$ cat config.mk
export PLATFORM = sky130hd
export DESIGN_NAME = ro_reg_bank
export DESIGN_NICKNAME = d
export VERILOG_FILES = /design/src/rtl/ro_reg_bank.sv
export SDC_FILE = /design/constraint.sdc
export NUM_CORES = 1
export LEC_CHECK = 0
export ABC_AREA = 1
export BUFFER_PORTS_ARGS = -buffer_cell sky130_fd_sc_hd__buf_2
export CAP_MARGIN = 25
export CORE_MARGIN = 2
export CORE_UTILIZATION = 44
export CTS_CLUSTER_SIZE = 30
export DETAILED_ROUTE_END_ITERATION = 10
export GPL_ROUTABILITY_DRIVEN = 0
export PLACE_DENSITY = 0.79
export SETUP_SLACK_MARGIN = 0.3
export SLEW_MARGIN = 25
export SYNTH_ARGS = -nofsm -noshare
export SYNTH_HDL_FRONTEND = slang
export SYNTH_SLANG_ARGS = --single-unit
$ cat constraint.sdc
create_clock -name CLK -period 2.9 [get_ports CLK]
set_clock_uncertainty 0.2 [all_clocks]
set_input_delay 0 -clock CLK [delete_from_list [all_inputs] [get_ports CLK]]
set_output_delay 0 -clock CLK [all_outputs]
set_load 0.005 [all_outputs]
$ cat src/rtl/ro_reg_bank.sv
// ro_reg_bank
// Multi-channel read-only status bank. Each channel samples its status input
// every cycle into a live register. Sticky channels accumulate set bits until
// they have been reported through a read of the shadow bank. A snapshot
// request atomically copies every live register into the shadow bank. The
// shadow bank is read through a valid/ready request port with a single-entry
// response register.

module ro_reg_bank #(
    parameter int                      DATA_WIDTH   = 16,
    parameter int                      NUM_CHANNELS = 4,
    parameter int                      ADDR_WIDTH   = 2,
    parameter logic [NUM_CHANNELS-1:0] STICKY_MASK  = '0,
    parameter logic [DATA_WIDTH-1:0]   RESET_VALUE  = '0
) (
    input  logic                               CLK,
    input  logic                               RST,
    input  logic [NUM_CHANNELS*DATA_WIDTH-1:0] VALUE_IN,
    output logic [NUM_CHANNELS*DATA_WIDTH-1:0] VALUE_OUT,
    output logic [NUM_CHANNELS-1:0]            CHANGED,
    input  logic                               SNAPSHOT_REQ,
    output logic [7:0]                         SNAP_COUNT,
    input  logic                               RD_VALID,
    input  logic [ADDR_WIDTH-1:0]              RD_ADDR,
    output logic                               RD_READY,
    output logic                               RD_RVALID,
    output logic [DATA_WIDTH-1:0]              RD_RDATA,
    output logic                               RD_ERROR,
    input  logic                               RD_RREADY
);

    // ------------------------------------------------------------------
    // State
    // ------------------------------------------------------------------
    logic [DATA_WIDTH-1:0]   r_live   [NUM_CHANNELS];
    logic [DATA_WIDTH-1:0]   r_shadow [NUM_CHANNELS];
    logic [NUM_CHANNELS-1:0] r_changed;
    logic [7:0]              r_snap_count;
    logic                    r_rvalid;
    logic [DATA_WIDTH-1:0]   r_rdata;
    logic                    r_error;

    // ------------------------------------------------------------------
    // Combinational helpers
    // ------------------------------------------------------------------
    logic                    w_rd_ready;
    logic                    w_accept;
    logic                    w_addr_ok;
    logic [DATA_WIDTH-1:0]   w_sel_data;
    logic [DATA_WIDTH-1:0]   w_clr       [NUM_CHANNELS];
    logic [DATA_WIDTH-1:0]   w_live_next [NUM_CHANNELS];

    // A new request may be taken whenever the response slot is empty or is
    // being drained this cycle, which allows back-to-back accepts.
    assign w_rd_ready = !r_rvalid || RD_RREADY;
    assign w_accept   = RD_VALID && w_rd_ready;

    // Address decode: select the shadow entry and flag out-of-range indices.
    always_comb begin
        // NOTE: every variable gets a default before any conditional write,
        // otherwise the unassigned paths would infer latches.
        w_addr_ok  = 1'b0;
        w_sel_data = '0;
        for (int c = 0; c < NUM_CHANNELS; c++) begin
            if (RD_ADDR == ADDR_WIDTH'(c)) begin
                w_addr_ok  = 1'b1;
                w_sel_data = r_shadow[c];
            end
        end
    end

    // Per-channel clear mask and next live value. Only a sticky channel that
    // is read this cycle clears, and only the bits it has just reported.
    always_comb begin
        for (int c = 0; c < NUM_CHANNELS; c++) begin
            w_clr[c] = '0;
            if (w_accept && STICKY_MASK[c] && (RD_ADDR == ADDR_WIDTH'(c))) begin
                w_clr[c] = r_shadow[c];
            end
            if (STICKY_MASK[c]) begin
                // Input bits high in the clearing cycle survive the clear.
                w_live_next[c] = (r_live[c] & ~w_clr[c])
                               | VALUE_IN[c*DATA_WIDTH +: DATA_WIDTH];
            end else begin
                w_live_next[c] = VALUE_IN[c*DATA_WIDTH +: DATA_WIDTH];
            end
        end
    end

    // ------------------------------------------------------------------
    // Sequential logic
    // ------------------------------------------------------------------

    // Live registers and their change pulses.
    always_ff @(posedge CLK) begin
        // NOTE: sequential state uses non-blocking assignments so every
        // register samples the pre-edge values of the others.
        if (RST) begin
            for (int c = 0; c < NUM_CHANNELS; c++) begin
                r_live[c] <= RESET_VALUE;
            end
            r_changed <= '0;
        end else begin
            for (int c = 0; c < NUM_CHANNELS; c++) begin
                r_live[c]    <= w_live_next[c];
                r_changed[c] <= (w_live_next[c] != r_live[c]);
            end
        end
    end

    // Shadow bank and snapshot counter. The shadow takes the registered live
    // value with just-reported bits removed, so a same-edge snapshot and read
    // never reports an event twice.
    always_ff @(posedge CLK) begin
        // NOTE: the shadow bank is a handful of flops with a defined reset
        // value, not a RAM, so it is reset along with everything else.
        if (RST) begin
            for (int c = 0; c < NUM_CHANNELS; c++) begin
                r_shadow[c] <= RESET_VALUE;
            end
            r_snap_count <= '0;
        end else if (SNAPSHOT_REQ) begin
            for (int c = 0; c < NUM_CHANNELS; c++) begin
                r_shadow[c] <= r_live[c] & ~w_clr[c];
            end
            r_snap_count <= r_snap_count + 8'd1;
        end
    end

    // Single-entry response register; data and error hold while stalled.
    always_ff @(posedge CLK) begin
        if (RST) begin
            r_rvalid <= 1'b0;
            r_rdata  <= '0;
            r_error  <= 1'b0;
        end else if (w_accept) begin
            r_rvalid <= 1'b1;
            r_rdata  <= w_addr_ok ? w_sel_data : '0;
            r_error  <= !w_addr_ok;
        end else if (RD_RREADY) begin
            r_rvalid <= 1'b0;
        end
    end

    // ------------------------------------------------------------------
    // Outputs
    // ------------------------------------------------------------------
    for (genvar g = 0; g < NUM_CHANNELS; g++) begin : g_pack
        assign VALUE_OUT[g*DATA_WIDTH +: DATA_WIDTH] = r_live[g];
    end

    assign CHANGED    = r_changed;
    assign SNAP_COUNT = r_snap_count;
    assign RD_READY   = w_rd_ready;
    assign RD_RVALID  = r_rvalid;
    assign RD_RDATA   = r_rdata;
    assign RD_ERROR   = r_error;

endmodule

==> Flow_metrics.wiki <==
{| class="wikitable"
! Metric !! Value
|-
| Routed WL || 17200 um
|-
| Flops & latches, synth || 158
|-
| Latest clock arrival within the worst-skew pair || roughly 420 ps
|-
| Number of clock sinks || between 150 and 200
|-
| Setup Viol. Count Final || 0
|-
| Worst hold path class || input pin to register
|-
| Static Leak || around 4.7 nW
|-
| Largest fanout of any net on the critical path || 7
|-
| Clock root buffer || clkbuf_16
|-
| Number of nets produced by synthesis || approximately 950
|-
| Syn-to-layout area delta || 34.2%
|-
| Run status || finished clean
|-
| Cell row count || 45
|-
| Yosys Warn Count || 0
|-
| Overall die height || 128 um
|-
| Placed instance area || 0.00770 mm2
|-
| Setup slack after placement || 1200 ps
|-
| Total number of nets in the final design || about 1.2k
|-
| Post-Syn Area per Cell || about 7.7 um2
|-
| Total congestion overflow after global routing || 0
|-
| CTS H-tree depth || 4
|-
| Clock buffer count from CTS || 17
|-
| Count of cell types in the netlist || 25
|-
| First-pass GRT wire length || 27700 um
|-
| Maximum Capacitance Violations || 0
|-
| Final standard cell utilization of the core || 0.600
|-
| Number of hold violations in the final report || 0
|-
| Setup crit end kind || register
|-
| Via count of the first global-routing pass || 5860
|-
| Most common library cell in the layout ignoring fill and taps || nand2_1
|-
| Category of the worst setup path launch point || input pin
|-
| Worst relative slew slack || 0.464
|-
| Quantity of I/O buffers inserted on ports || ~170
|-
| Crit path top cell by count || dlygate4sd3_1
|-
| Floorplan die area || 0.0163 mm2
|-
| Power after layout || approximately 5.5 mW
|-
| Final period demand of the worst path || around 2000 ps
|-
| Global-route total usage across every layer || 0.219
|-
| Total inserted antenna cells || 0
|-
| Synth area leaders || edfxtp_1 (28%), dfxtp_1 (28%), nand2_1 (14%), nor2_1 (10%), inv_1 (9.0%)
|-
| RSZ-0062 raised after global routing || false
|-
| DR vias || around 6k
|-
| TritonCTS clock tree || yes
|-
| Max Slew Vio Count || 0
|-
| Maximum clock rate || 508 MHz
|-
| Cell-by-cell listing of the critical path || dlygate4sd3_1 > buf_2 > nor2_1 > dlygate4sd3_1 > nand2_1 > nand2_1 > dlygate4sd3_1
|-
| Summed area of non-filler cells in the final layout || 0.00905 mm2
|-
| Layout cells sized above 1 || 0.186
|-
| Worst IR drop on VDD || 457 uV
|-
| Horizontal extent of the die || 128 um
|-
| Initial standard-cell utilization of the core || 0.447
|-
| Remaining DRCs || 0
|-
| Share of the clock period used by the worst path after layout || 0.679
|-
| CP max stage cell || dlygate4sd3_1
|-
| Maximum number of pins on one net before global-route repair || 70
|-
| Final Worst Setup Slack || slightly above 900 ps
|-
| Clock transition at path regs || 60 ps
|-
| Portion of the post-synthesis area used by sequential elements || 0.564
|-
| Ports placed on the boundary || between 150 and 200
|-
| Worst Max-Slew Pin Slew || 804 ps
|-
| Filler cells || 1312
|-
| Vias per Instance || 4.58
|-
| Total Negative Setup Slacks || 0 ps
|-
| Antenna viol nets, final || 0
|-
| Cell count after synthesis || 876
|-
| Total power density per cell area || 603 mW/mm2
|-
| Path type of the worst setup path || input pin to register
|-
| Endpoint arrival time on the critical path || 2130 ps
|-
| Area share of the largest cell type after synthesis || 0.285
|-
| First-pass iteration count of the detailed router || 7
|-
| Wire length per cell || ~13 um
|-
| Delay of the slowest critical-path stage || 610 ps
|-
| Top library cells by usage in the layout, fill and taps aside || nand2_1 (244), nor2_1 (181), buf_2 (165), inv_1 (161), dfxtp_1 (94)
|-
| HPWL after detailed placement || 11500 um
|-
| Bufs on Longest Clock Path || 2
|-
| Iteration-0 DRC count of the detailed router || 352
|-
| Leading area contributor after synthesis || edfxtp_1
|-
| Crit path required time || between 3000 and 4000 ps
|-
| Netlist area before placement || 0.00675 mm2
|-
| Number of antenna violations at the first check in global routing || 0
|-
| Core Footprint || 0.0151 mm2
|-
| Resized cells post-CTS || 0
|}
final timing paths:
check	startpoint	endpoint	slack, ps	depth (start not counted)
worst max register to register	RD_RVALID	RD_RVALID	1140	4
worst min-delay path	VALUE_IN[20]	r_live[1][4]	150	4
worst max-delay path	SNAPSHOT_REQ	SNAP_COUNT[1]	930	7
worst min register to register	RD_ERROR	RD_ERROR	240	2
cells in the mapped netlist:
master	instances
ha_1	1
nand2_4	1
nand3_1	15
o21ai_1	9
buf_6	5
xor2_1	1
xnor2_1	3
clkbuf_2	1
inv_1	162
a21oi_2	2
buf_4	1
clkbuf_1	8
o221ai_1	6
nand4_1	1
nor3_1	2
a21oi_1	36
nand2_1	245
edfxtp_1	64
nor2_4	1
inv_2	5
o21ai_0	19
dfxtp_1	94
nor2_1	181
nand2_2	3
buf_2	10
power breakdown:
group | internal, mW | total (mW) | switching, mW
registers | 2.43 | 2.50 | 0.0674
logic | 0.259 | 0.590 | 0.331
clock network | 1.52 | 2.37 | 0.854
layout make-up:
type                    count  area (um2)  area share
multi-input cells         526        2170       0.240
flip-flops and latches    158        3800       0.420
clock buffers              26         490      0.0542
clock inverters             6         133      0.0146
inverters                 167         627      0.0692
repair buffers            243        1590       0.176
well taps                 188         235      0.0260
worst max-delay path: cells and delay by family:
family / cells / cell delay (ps)
buffers and inverters: 4 / 1840
and+or+nand+nor: 3 / 290
state kept, by name, summed over array words and instances, names as in the netlist:
register / flops
RD_RDATA: 16
r_shadow: 64
SNAP_COUNT: 8
RD_ERROR: 1
CHANGED: 4
r_live: 64
RD_RVALID: 1
timing repair:
item                      4_1_cts  5_1_grt
setup buffers                   0        0
hold endpoints to repair       94        0
hold buffers                   73        0
through the flow:
stage          std cells  hold slack [ps]
3_5_place_dp        1209             34.9
4_1_cts             1314              129
6_report            1314              150
5_1_grt             1314              149
3_3_place_gp        1209             25.9
2_1_floorplan        876             -104
kinds of logic (layout without fill, tap and decap cells):
group                    after synthesis  after routing  share of synthesized area
AO/OA/AOI/OAI                         72             72                     0.0578
adder cells (fa/ha/maj)                1              1                    0.00185
AND/OR/NAND/NOR                      449            449                      0.257
buffers and inverters                192            442                      0.115
flip-flops                           158            158                      0.564
XOR/XNOR                               4              4                    0.00519
layer usage:
metal / part of all wire / global-route usage / vias up / wire length, um
li1: - / - / 3104 / -
met1: 0.43 / 0.267 / 2700 / 7320
met2: 0.49 / 0.370 / 182 / 8360
met3: 0.062 / 0.0593 / 28 / 1060
met4: 0.027 / 0.0853 / 0 / 461
met5: 0 / 0 / - / 0
Power figures use the tool's default switching activity.
